==> config.mk <==
export PLATFORM = sky130hd
export DESIGN_NAME = wb_lsu_master
export DESIGN_NICKNAME = d
export VERILOG_FILES = /design/src/rtl/wb_lsu_master.sv
export SDC_FILE = /design/constraint.sdc
export NUM_CORES = 1
export LEC_CHECK = 0
export BUFFER_PORTS_ARGS = -buffer_cell sky130_fd_sc_hd__buf_4
export CAP_MARGIN = 20
export CELL_PAD_IN_SITES_DETAIL_PLACEMENT = 1
export CELL_PAD_IN_SITES_GLOBAL_PLACEMENT = 1
export CORE_MARGIN = 4
export CORE_UTILIZATION = 36
export CTS_BUF_LIST = sky130_fd_sc_hd__clkbuf_4 sky130_fd_sc_hd__clkbuf_8
export DETAILED_ROUTE_END_ITERATION = 6
export GPL_TIMING_DRIVEN = 0
export HOLD_SLACK_MARGIN = 0.03
export PLACE_DENSITY_LB_ADDON = 0.1
export SYNTH_ARGS = -nofsm -noshare
export SYNTH_HDL_FRONTEND = slang
export SYNTH_SLANG_ARGS = --single-unit
export TNS_END_PERCENT = 1
==> constraint.sdc <==
create_clock -name clk_i -period 2.5 [get_ports clk_i]
set_clock_uncertainty 0.15 [all_clocks]
set_input_delay 0.375 -clock clk_i [delete_from_list [all_inputs] [get_ports clk_i]]
set_output_delay 0.375 -clock clk_i [all_outputs]
set_load 0.05 [all_outputs]
==> src/rtl/wb_lsu_master.sv <==
// Wishbone classic single-access master for the load/store unit.
// Issues one bus cycle per request with lane selects and replicated write data, and returns the extended load data or an error.
module wb_lsu_master #(
    parameter int XLEN           = 32,
    parameter int ADDR_BITS      = 17,
    parameter int TIMEOUT_CYCLES = 255
) (
    input  logic                 clk_i,
    input  logic                 rst_i,
    input  logic                 req_valid_i,
    output logic                 req_ready_o,
    input  logic                 req_we_i,
    input  logic [XLEN-1:0]      req_addr_i,
    input  logic [1:0]           req_size_i,
    input  logic                 req_unsigned_i,
    input  logic [XLEN-1:0]      req_wdata_i,
    output logic                 rsp_valid_o,
    output logic [XLEN-1:0]      rsp_rdata_o,
    output logic                 rsp_err_o,
    output logic [XLEN-1:0]      master_dat_o,
    input  logic [XLEN-1:0]      master_dat_i,
    output logic [ADDR_BITS-3:0] adr_o,
    output logic                 cyc_o,
    output logic                 stb_o,
    output logic                 we_o,
    output logic [3:0]           sel_o,
    input  logic                 ack_i,
    input  logic                 err_i
);

    // state | meaning
    // IDLE  | ready for a request; ack_i/err_i ignored
    // BUS   | cycle in flight, waiting for ack_i/err_i or timeout
    // RESP  | one-cycle response strobe
    typedef enum logic [1:0] {
        ST_IDLE = 2'd0,
        ST_BUS  = 2'd1,
        ST_RESP = 2'd2
    } state_t;

    localparam logic [7:0] TO_LAST = 8'(TIMEOUT_CYCLES - 1);

    state_t                 state_q, state_d;
    logic [7:0]             cnt_q, cnt_d;
    logic [1:0]             size_q, size_d;
    logic [1:0]             addr_lo_q, addr_lo_d;
    logic                   uns_q, uns_d;

    logic                   req_ready_d, rsp_valid_d, rsp_err_d;
    logic [XLEN-1:0]        rsp_rdata_d, master_dat_d;
    logic [ADDR_BITS-3:0]   adr_d;
    logic                   cyc_d, stb_d, we_d;
    logic [3:0]             sel_d;

    logic                   req_illegal;
    logic [3:0]             sel_req;
    logic [XLEN-1:0]        dat_req;
    logic [XLEN-1:0]        byte_sh, half_sh, load_ext;
    logic                   unused_addr;

    assign unused_addr = ^req_addr_i[XLEN-1:ADDR_BITS];

    always_comb begin
        req_illegal = (req_size_i == 2'b11)
                    || (req_size_i == 2'b01 && req_addr_i[0])
                    || (req_size_i == 2'b10 && req_addr_i[1:0] != 2'b00);
        case (req_size_i)
            2'b00: begin
                sel_req = 4'b0001 << req_addr_i[1:0];
                dat_req = {4{req_wdata_i[7:0]}};
            end
            2'b01: begin
                sel_req = req_addr_i[1] ? 4'b1100 : 4'b0011;
                dat_req = {2{req_wdata_i[15:0]}};
            end
            default: begin
                sel_req = 4'b1111;
                dat_req = req_wdata_i;
            end
        endcase
    end

    // Lane extraction uses the request fields latched at acceptance.
    always_comb begin
        byte_sh = master_dat_i >> {addr_lo_q, 3'b000};
        half_sh = master_dat_i >> {addr_lo_q[1], 4'b0000};
        case (size_q)
            2'b00:   load_ext = {{(XLEN-8){~uns_q & byte_sh[7]}}, byte_sh[7:0]};
            2'b01:   load_ext = {{(XLEN-16){~uns_q & half_sh[15]}}, half_sh[15:0]};
            default: load_ext = master_dat_i;
        endcase
    end

    always_comb begin
        state_d      = state_q;
        cnt_d        = cnt_q;
        size_d       = size_q;
        addr_lo_d    = addr_lo_q;
        uns_d        = uns_q;
        req_ready_d  = req_ready_o;
        rsp_valid_d  = 1'b0;
        rsp_err_d    = 1'b0;
        rsp_rdata_d  = '0;
        master_dat_d = master_dat_o;
        adr_d        = adr_o;
        cyc_d        = cyc_o;
        stb_d        = stb_o;
        we_d         = we_o;
        sel_d        = sel_o;

        case (state_q)
            ST_IDLE: begin
                req_ready_d = 1'b1;
                if (req_valid_i) begin
                    size_d      = req_size_i;
                    addr_lo_d   = req_addr_i[1:0];
                    uns_d       = req_unsigned_i;
                    req_ready_d = 1'b0;
                    if (req_illegal) begin
                        state_d     = ST_RESP;
                        rsp_valid_d = 1'b1;
                        rsp_err_d   = 1'b1;
                    end else begin
                        state_d      = ST_BUS;
                        cnt_d        = '0;
                        cyc_d        = 1'b1;
                        stb_d        = 1'b1;
                        we_d         = req_we_i;
                        adr_d        = req_addr_i[ADDR_BITS-1:2];
                        sel_d        = sel_req;
                        master_dat_d = req_we_i ? dat_req : '0;
                    end
                end
            end
            ST_BUS: begin
                cnt_d = cnt_q + 8'd1;
                if (err_i || ack_i || cnt_q == TO_LAST) begin
                    state_d      = ST_RESP;
                    rsp_valid_d  = 1'b1;
                    cyc_d        = 1'b0;
                    stb_d        = 1'b0;
                    we_d         = 1'b0;
                    sel_d        = '0;
                    master_dat_d = '0;
                    // err_i wins over ack_i; no ack at all means timeout
                    if (!err_i && ack_i) begin
                        rsp_rdata_d = we_o ? '0 : load_ext;
                    end else begin
                        rsp_err_d = 1'b1;
                    end
                end
            end
            ST_RESP: begin
                state_d     = ST_IDLE;
                req_ready_d = 1'b1;
            end
            default: begin
                state_d     = ST_IDLE;
                req_ready_d = 1'b1;
                cyc_d       = 1'b0;
                stb_d       = 1'b0;
            end
        endcase
    end

    always_ff @(posedge clk_i) begin
        if (rst_i) begin
            state_q      <= ST_IDLE;
            cnt_q        <= '0;
            size_q       <= '0;
            addr_lo_q    <= '0;
            uns_q        <= 1'b0;
            req_ready_o  <= 1'b1;
            rsp_valid_o  <= 1'b0;
            rsp_err_o    <= 1'b0;
            rsp_rdata_o  <= '0;
            master_dat_o <= '0;
            adr_o        <= '0;
            cyc_o        <= 1'b0;
            stb_o        <= 1'b0;
            we_o         <= 1'b0;
            sel_o        <= '0;
        end else begin
            state_q      <= state_d;
            cnt_q        <= cnt_d;
            size_q       <= size_d;
            addr_lo_q    <= addr_lo_d;
            uns_q        <= uns_d;
            req_ready_o  <= req_ready_d;
            rsp_valid_o  <= rsp_valid_d;
            rsp_err_o    <= rsp_err_d;
            rsp_rdata_o  <= rsp_rdata_d;
            master_dat_o <= master_dat_d;
            adr_o        <= adr_d;
            cyc_o        <= cyc_d;
            stb_o        <= stb_d;
            we_o         <= we_d;
            sel_o        <= sel_d;
        end
    end

endmodule
==> metrics.yaml <==
synthArstFlopShare_pct: 0
cts_setup_buffers: 0
grt_usage_pct: 19.88
synthesis.area_um2: 4374
use_met1_pct: 24.03
p_leak_uw: 0.002752
start_util_pct: 37.51
rr_startpoint: "cnt_q[0]$_SDFFE_PP0P_"
fillers: 1361
clock-sinks: 103
power.density_nw_per_um2: 579.7
whs_endpoint: "rsp_rdata_o[28]$_SDFF_PP0_"
clk_latency_ps: 370
dp_hpwl_um: 10820
r2r-end: "master_dat_o[10]$_SDFFE_PP0P_"
status: "completed"
synth_ff_type: "dfxtp_1"
crit_fanout: 10
port_buffers: 177
synth_seq_cells: 103
row_count: 39
ys_seq_area_share_pct: 47.14
fin_crit_ps: 2167
setup_viol: 0
timing.fmax_ghz: 0.4614
antenna_found_initial: 0
avgSynthCellArea_um2: 9.964
dieArea_um2: 13980
die_h_um: 118.2
post-place-ws_ps: 235.0
worstSetupEndpointType: "flop"
io_pins: 194
clockBufferDepth: 2
fp.dieW_um: 118.2
routed-via-count: 4045
nets: 734
r2r_setup_slack_ps: 330
met3_usage_pct: 6.160
cap_violations: 0
arrival_ps: 2310
top_usage_layer: "met2"
rsz0062_at_grt: "false"
gr-total-overflow: 0
period_share_pct: 86.68
drive_above_1_share_pct: 38.45
grt_pass1_vias: 4341
min_path_cells: 2
met2_usage_pct: 34.08
drtIter0Drc: 153
wl_per_cell_um: 18.00
syn2layout_area_growth_pct: 39.10
slew-limit-headroom_pct: 26.67
synth_edf_count: 0
num_antenna_cells: 0
multi_input_area_um2: 2068
grt_max_degree: 16
finalSetupTns_ps: 0
ir_drop_v: 0.0003371
clockRootBuffer: "clkbuf_8"
ctsResizeCount: 0
ys_warn_count: 0
place_congestion: 0.8277
hold_class: "input port to flop"
setup_slack_ps: 332.9
seq_area_um2: 2062
h-tree-depth: 3
worstSetupPathType: "flop to flop"
r2r_cells: 7
core_area_um2: 11660
route.detailed.drc: 0
finalHoldViolCount: 0
clkTransAtPathRegs_ps: 90
syn_nets: 546
yosys.cell_types.count: 57
cts_tree: "yes"
routed_via_density: 5.219
syn_inst: 439
hold_buffers: 0
startpoint: "cnt_q[0]$_SDFFE_PP0P_"
drt_wl_total_um: 13950
worst_pin_slew_ps: 1096
postRouteAntennaNets: 0
critPathLaunchType: "flop"
grt_pass1_wl_um: 22530
cts-buffers-inserted: 9
min_from: "master_dat_i[28]"
final-max-slew-violation-count: 0
dr.pass1.iters: 4
worst_ep_required_time_ps: 2640
cell usage after synthesis, types with 2 or more instances:
library cell | instances | area share [%]
a21o_1 | 8 | 1.4
a311oi_1 | 2 | 0.40
o21ai_1 | 2 | 0.23
a22o_1 | 17 | 3.4
a222oi_1 | 7 | 1.6
nand2b_1 | 5 | 0.72
nand2_1 | 48 | 4.1
a21oi_1 | 22 | 2.5
a22oi_1 | 2 | 0.34
buf_2 | 6 | 0.69
o21ai_0 | 17 | 1.9
nand3_1 | 5 | 0.57
ha_1 | 2 | 0.57
nor2b_1 | 4 | 0.57
clkbuf_1 | 13 | 1.1
buf_4 | 3 | 0.51
o22ai_1 | 2 | 0.29
dfxtp_1 | 103 | 47
a211oi_1 | 10 | 1.7
o2bb2ai_1 | 18 | 3.6
o21a_1 | 5 | 0.86
buf_6 | 10 | 2.6
nor4_1 | 2 | 0.29
mux2i_1 | 31 | 7.1
or4_1 | 2 | 0.34
nor3_1 | 10 | 1.1
inv_1 | 7 | 0.60
mux2_2 | 8 | 2.1
nand4_1 | 2 | 0.29
nor2_1 | 30 | 2.6
a21o_2 | 9 | 1.8
nor3b_2 | 2 | 0.57
flip-flops by register name (all words and copies together), names as in the netlist, 2 cells and up:
name / cells
master_dat_o: 32
rsp_rdata_o: 32
adr_o: 15
cnt_q: 8
sel_o: 4
addr_lo_q: 2
size_q: 2
state_q: 2
cells in the final DEF (no fill, tap or decap), types with 3 or more instances in the layout:
cell	Yosys	routed
dfxtp_1	103	103
buf_2	6	6
o21a_1	5	5
clkbuf_1	13	13
nand2_1	48	48
inv_1	7	7
a211oi_1	10	10
nor2_1	30	30
o21ai_0	17	17
a222oi_1	7	7
nand2b_1	5	5
mux2i_1	31	31
clkbuf_8	0	10
mux2_2	8	8
buf_6	10	10
clkbuf_4	0	3
nor2b_1	4	4
o2bb2ai_1	18	18
a22o_1	17	17
nand3_1	5	5
a21o_2	9	9
a21oi_1	22	22
buf_4	3	180
nor3_1	10	10
a21o_1	8	8
worst max-delay path, stage by stage (launching register included):
cell	delay [ps]
dfxtp_1	450
inv_1	70
ha_1	200
nand3_1	80
o21ai_1	170
a211oi_4	610
buf_6	240
o2bb2ai_1	130
worst max path at each step:
| stage | end | slack [ps] | cells past startpoint |
|---|---|---|---|
| CTS | master_dat_o[10]$_SDFFE_PP0P_ | 300 | 7 |
| floorplan | rsp_rdata_o[16]$_SDFF_PP0_ | 580 | 5 |
| detailed placement | rsp_rdata_o[19]$_SDFF_PP0_ | 230 | 7 |
| global placement | rsp_rdata_o[19]$_SDFF_PP0_ | 270 | 7 |
| global route | master_dat_o[16]$_SDFFE_PP0P_ | 150 | 7 |
| finish | master_dat_o[10]$_SDFFE_PP0P_ | 330 | 7 |
metrics by stage:
stage          util (%)  hold WS, ps  instance area (um2)  std cells  total power (uW)
6_report          52.17        62.64                 6085        775              3527
5_1_grt           52.17        47.11                 6085        775              3694
4_1_cts           52.17        37.84                 6085        775              3571
3_5_place_dp      50.43        297.8                 5882        759              2488
3_3_place_gp      50.43        294.3                 5882        759              2471
2_1_floorplan         -        312.7                 4374        439              2197
where the power goes:
part / switching (uW) / internal (uW) / total, uW
registers: 33.4 / 1690 / 1720
clock network: 559 / 524 / 1080
logic: 428 / 292 / 721
routing by layer:
metal	up-vias	share of wire (%)
li1	1971	-
met1	1930	43
met2	129	48
met3	15	7.0
met4	0	1.5
met5	-	0
cell families (layout without fill, tap and decap cells):
family,after synthesis,count (layout),share of synthesized area [%]
xor+xnor,2,2,0.4005
fa+ha+maj,2,2,0.5720
compound gates,132,132,22.66
buf+inv,40,233,5.578
flops,103,103,47.14
simple gates,120,120,13.99
mux,40,40,9.668
final cells by class:
class,instances,share of cell area [%]
Multi-Input combinational cell,296,33.99
Inverter,7,0.4318
Clock inverter,3,0.6992
Tap cell,143,2.941
Sequential cell,103,33.89
Timing Repair Buffer,177,21.84
Clock buffer,13,2.632
Buffer,33,3.578
(Power assumes the default switching activity.)
